File: config.mk
export PLATFORM = sky130hd
export DESIGN_NAME = mult_op_sequencer
export DESIGN_NICKNAME = d
export VERILOG_FILES = /design/src/rtl/mult_op_sequencer.sv
export SDC_FILE = /design/constraint.sdc
export NUM_CORES = 1
export LEC_CHECK = 0
export CORE_MARGIN = 2
export CORE_UTILIZATION = 40
export DETAILED_ROUTE_END_ITERATION = 8
export PLACE_DENSITY_LB_ADDON = 0.08
export RECOVER_POWER = 100
export SYNTH_ARGS = -nofsm -noshare
export SYNTH_HDL_FRONTEND = slang
export SYNTH_SLANG_ARGS = --single-unit
File: constraint.sdc
create_clock -name clk -period 2.85 [get_ports clk]
set_input_delay 0.7125 -clock clk [delete_from_list [all_inputs] [get_ports clk]]
set_output_delay 0.7125 -clock clk [all_outputs]
set_load 0.02 [all_outputs]
File: src/rtl/mult_op_sequencer.sv
// mult_op_sequencer
// Upstream control stage for shift_add_multiplier. It takes operand pairs from a
// valid/ready stream, holds the multiplier in reset while it is idle, and releases
// it to compute. It then waits for end_op, or gives up after TIMEOUT cycles, and
// presents the product (or a timeout flag) on a valid/ready output stream.
module mult_op_sequencer #(
    parameter int WIDTH        = 8,
    parameter int START_CYCLES = 2,
    parameter int TIMEOUT      = 200
) (
    input  logic                 clk,
    input  logic                 rst,
    input  logic                 in_valid,
    output logic                 in_ready,
    input  logic [WIDTH-1:0]     in_a,
    input  logic [WIDTH-1:0]     in_b,
    output logic                 mul_rst,
    output logic [WIDTH-1:0]     mul_multiplicand,
    output logic [WIDTH-1:0]     mul_multiplier,
    input  logic [2*WIDTH-1:0]   mul_result,
    input  logic                 mul_end_op,
    output logic                 out_valid,
    input  logic                 out_ready,
    output logic [2*WIDTH-1:0]   out_product,
    output logic                 out_timeout,
    output logic                 busy,
    output logic [15:0]          op_count
);

    // One counter serves both the START hold and the WAIT timeout, so it is sized for the larger.
    localparam int CNT_MAX = (TIMEOUT > START_CYCLES) ? TIMEOUT : START_CYCLES;
    localparam int CNT_W   = $clog2(CNT_MAX + 1);

    localparam logic [CNT_W-1:0] START_LAST = CNT_W'(START_CYCLES - 1);
    localparam logic [CNT_W-1:0] TO_LAST    = CNT_W'(TIMEOUT - 1);
    localparam logic [CNT_W-1:0] CNT_ONE    = CNT_W'(1);

    localparam logic [1:0] S_IDLE  = 2'd0;
    localparam logic [1:0] S_START = 2'd1;
    localparam logic [1:0] S_WAIT  = 2'd2;
    localparam logic [1:0] S_DONE  = 2'd3;

    logic [1:0]       state;
    logic [CNT_W-1:0] cnt;
    logic             timed_out;

    // The timeout fires only on the last WAIT cycle, and only when end_op is absent.
    assign timed_out = (cnt == TO_LAST) && !mul_end_op;

    // Control FSM and the shared cycle counter
    always_ff @(posedge clk or negedge rst) begin
        if (!rst) begin
            state <= S_IDLE;
            cnt   <= '0;
        end else begin
            case (state)
                S_IDLE: begin
                    if (in_valid) begin
                        state <= S_START;
                        cnt   <= '0;
                    end
                end
                S_START: begin
                    if (cnt == START_LAST) begin
                        state <= S_WAIT;
                        cnt   <= '0;
                    end else begin
                        cnt <= cnt + CNT_ONE;
                    end
                end
                S_WAIT: begin
                    if (mul_end_op || timed_out) begin
                        state <= S_DONE;
                    end else begin
                        cnt <= cnt + CNT_ONE;
                    end
                end
                S_DONE: begin
                    if (out_ready) begin
                        state <= S_IDLE;
                    end
                end
                default: state <= S_IDLE;
            endcase
        end
    end

    // Operand holding registers: loaded on accept, kept until the next accept
    always_ff @(posedge clk or negedge rst) begin
        if (!rst) begin
            mul_multiplicand <= '0;
            mul_multiplier   <= '0;
        end else if (state == S_IDLE && in_valid) begin
            mul_multiplicand <= in_a;
            mul_multiplier   <= in_b;
        end
    end

    // Result capture: end_op takes priority over a coincident timeout
    always_ff @(posedge clk or negedge rst) begin
        if (!rst) begin
            out_product <= '0;
            out_timeout <= 1'b0;
        end else if (state == S_WAIT) begin
            if (mul_end_op) begin
                out_product <= mul_result;
                out_timeout <= 1'b0;
            end else if (timed_out) begin
                out_product <= '0;
                out_timeout <= 1'b1;
            end
        end
    end

    // Count completed output handshakes; wraps naturally at 16 bits
    always_ff @(posedge clk or negedge rst) begin
        if (!rst) begin
            op_count <= '0;
        end else if (state == S_DONE && out_ready) begin
            op_count <= op_count + 16'd1;
        end
    end

    // Handshake and multiplier control decode purely from the registered state.
    assign in_ready  = (state == S_IDLE);
    assign out_valid = (state == S_DONE);
    assign busy      = (state != S_IDLE);
    assign mul_rst   = (state != S_WAIT);

endmodule

==> flow_summary.toml <==
[run_status]
status = "finished, violations left"
violations = "max-capacitance violations, max-slew violations"

[grt]
antenna_found_initial = 0
grt_util_met2 = 0.237
grt_pass1_wl_mm = 9.16
grt_pass1_vias = 1915
grt_use_total = 0.163
grt_util_met3 = 0.0438
met1_usage = 0.225
overflow = 0
grt_max_degree = 32
busiest_layer = "met2"

[finish]
area_growth_pct = 43.9
register_area_sq_mm = 0.00148
utilization = 0.592
fin_area_sq_mm = 0.00376
nets = 349
drive_gt1_frac = 0.129
num-fill-cells = 554
instances_no_fill = 386
multi_input_area_sq_mm = 0.00105
antenna_cells = 0

[worst_setup_path]
arrival_ps = 1950
end_kind = "output pin"
startpoint = "state[0]"
critical_path_required_ps = 2140
reg2reg_from = "state[0]"
path_max_fanout = 10
criticalPathCategory = "register to output pin"
startpoint_type = "register"

[clock_tree]
cts_hold_buf = 0
cts.sinks = 59
cts_tree = "built"
cts-htree-levels = 3
cts.repair.resized = 0
cts_root_buf = "clkbuf_8"
postCtsSetupRepairBufs = 0
cts_made_buffers = 9
ctsLongestPathBuffers = 2
clkTransAtPathRegs_ps = 70
clk-insertion-delay-late_ps = 330

[place]
placed_cells = 370
gp_congestion = 0.735
port_buffers = 89
preCtsSetupSlack_ps = 542
hpwl_mm = 3.94
place_area_sq_mm = 0.00359

[sta]
setup_ws_ps = 190
hold_viol = 0
fin_setup_tns_ps = 0
slew_headroom = -0.0414
worst_slew_pin_slew_ps = 1560
slew_viol_final = 32
fin_crit_sh = 0.933
min_period_ps = 2660
fmax_mhz = 376
finalSetupViolCount = 0
rsz0062_at_grt = "false"
whs_ps = 471
clock_skew_ps = 8.03

[logic_synthesis]
synth_seq_area_share = 0.565
syn-num-nets = 254
synth-seq-cells = 59
synth.distinct_cells = 36
syn_area_sq_mm = 0.00261
syn-instance-count = 209
syn_area_per_cell_sq_um = 12.5
ys.warnings.count = 0

[pwr]
p_leak_nw = 1.73
p_per_area_mw_per_mm2 = 997
peakVddDrop_mv = 0.606
power_mw = 3.75

[die]
io_pins = 90
coreArea_sq_mm = 0.00635
dieArea_sq_mm = 0.00719
start_util = 0.411
die_w_microns = 84.8
placementRows = 29
die_y_microns = 84.8

[hold_path]
hold_start = "op_count[15]"
hold_class = "register to register"

[detailed_routing]
viasPerCell = 4.96
wl_mm = 5.46
drtPass1Iterations = 4
antenna_left = 0
vias = 1914
drt_iter0_markers = 74
drc = 0
wl_per_cell_microns = 14.1

[flow_run]
cap_viol_max_count = 1
-- worst max-delay path: stages (launching register included) --
cell	delay, ps
dfrtp_1	420
inv_1	90
ha_1	330
inv_1	150
clkdlybuf4s50_1	620
-- worst paths after layout --
path	to	depth (start not counted)	slack, ps
hold / removal	op_count[15]	1	470
setup reg to reg	cnt[0]	6	290
setup / recovery	mul_rst	4	190
max in group asynchronous	out_product[14]	2	650
min in group asynchronous	op_count[7]	1	750
hold reg to reg	op_count[15]	1	470
-- synth_stat cells --
master | n | area [sq um]
a211oi_2 | 2 | 25.0
a21oi_1 | 1 | 5.00
a221o_1 | 5 | 50.1
a22o_1 | 19 | 166
a2bb2oi_1 | 1 | 8.76
and2_1 | 2 | 12.5
and3_1 | 7 | 43.8
and4_1 | 2 | 17.5
buf_6 | 1 | 11.3
clkbuf_1 | 6 | 22.5
dfrtp_1 | 59 | 1480
ha_1 | 8 | 100
inv_1 | 11 | 41.3
mux2_2 | 19 | 214
nand2_1 | 7 | 26.3
nand2b_1 | 2 | 12.5
nand3_1 | 7 | 35.0
nand4_1 | 4 | 25.0
nor2_1 | 11 | 41.3
nor2b_1 | 3 | 18.8
nor3_1 | 2 | 10.0
nor3b_1 | 1 | 7.51
o21a_1 | 1 | 7.51
o21ai_0 | 2 | 10.0
o21ai_1 | 1 | 5.00
o21ba_1 | 1 | 10.0
o21ba_2 | 1 | 10.0
o21bai_1 | 1 | 7.51
o21bai_2 | 1 | 11.3
o221ai_1 | 1 | 8.76
or2_2 | 1 | 6.26
or3_1 | 2 | 12.5
or4_4 | 1 | 11.3
or4b_1 | 1 | 10.0
xnor2_1 | 11 | 96.3
xor2_1 | 4 | 35.0
-- logic make-up after synthesis --
group	share of synthesized area
buffers and inverters	0.0287
adders and majority gates	0.0383
AOI/OAI and AO/OA	0.125
muxes	0.0819
xor gates and xnor gates	0.0503
and+or+nand+nor	0.111
DFF	0.565
-- power breakdown --
| group | internal [mW] | leakage [nW] | switching [mW] | total, mW |
|---|---|---|---|---|
| registers | 1.13 | 0.736 | 0.168 | 1.30 |
| logic | 0.822 | 0.895 | 0.862 | 1.68 |
| clock network | 0.427 | 0.0987 | 0.341 | 0.768 |
| total | 2.38 | 1.73 | 1.37 | 3.75 |
-- area by class of cell --
cell class / count / share of cell area
multi-input combinational: 132 / 0.280
timing repair buffer: 91 / 0.238
tap: 77 / 0.0256
sequential: 59 / 0.393
clock buffer: 10 / 0.0366
inverter: 11 / 0.0110
clock inverter: 6 / 0.0170
-- layer usage --
metal	vias to the layer above	part of all wire
met1	911	0.46
met4	0	0.017
met5	-	0
li1	941	-
met3	9	0.059
met2	53	0.46
-- placed cells by master (no fill, tap or decap), types with 3 or more instances in the layout --
cell type / count
clkbuf_8: 10
nand3_1: 7
inv_1: 11
a22o_1: 19
nor2_1: 11
xor2_1: 4
dfrtp_1: 59
a221o_1: 5
dlygate4sd3_1: 53
nand2_1: 7
and3_1: 7
clkdlybuf4s50_1: 35
mux2_2: 19
nor2b_1: 3
xnor2_1: 11
ha_1: 8
nand4_1: 4
-- sequential cells by signal (all words and copies together), names as in the netlist --
signal	cells
out_product	16
state	2
mul_multiplicand	8
out_timeout	1
cnt	8
mul_multiplier	8
op_count	16
Note: power is estimated with default switching activity, not from simulation.
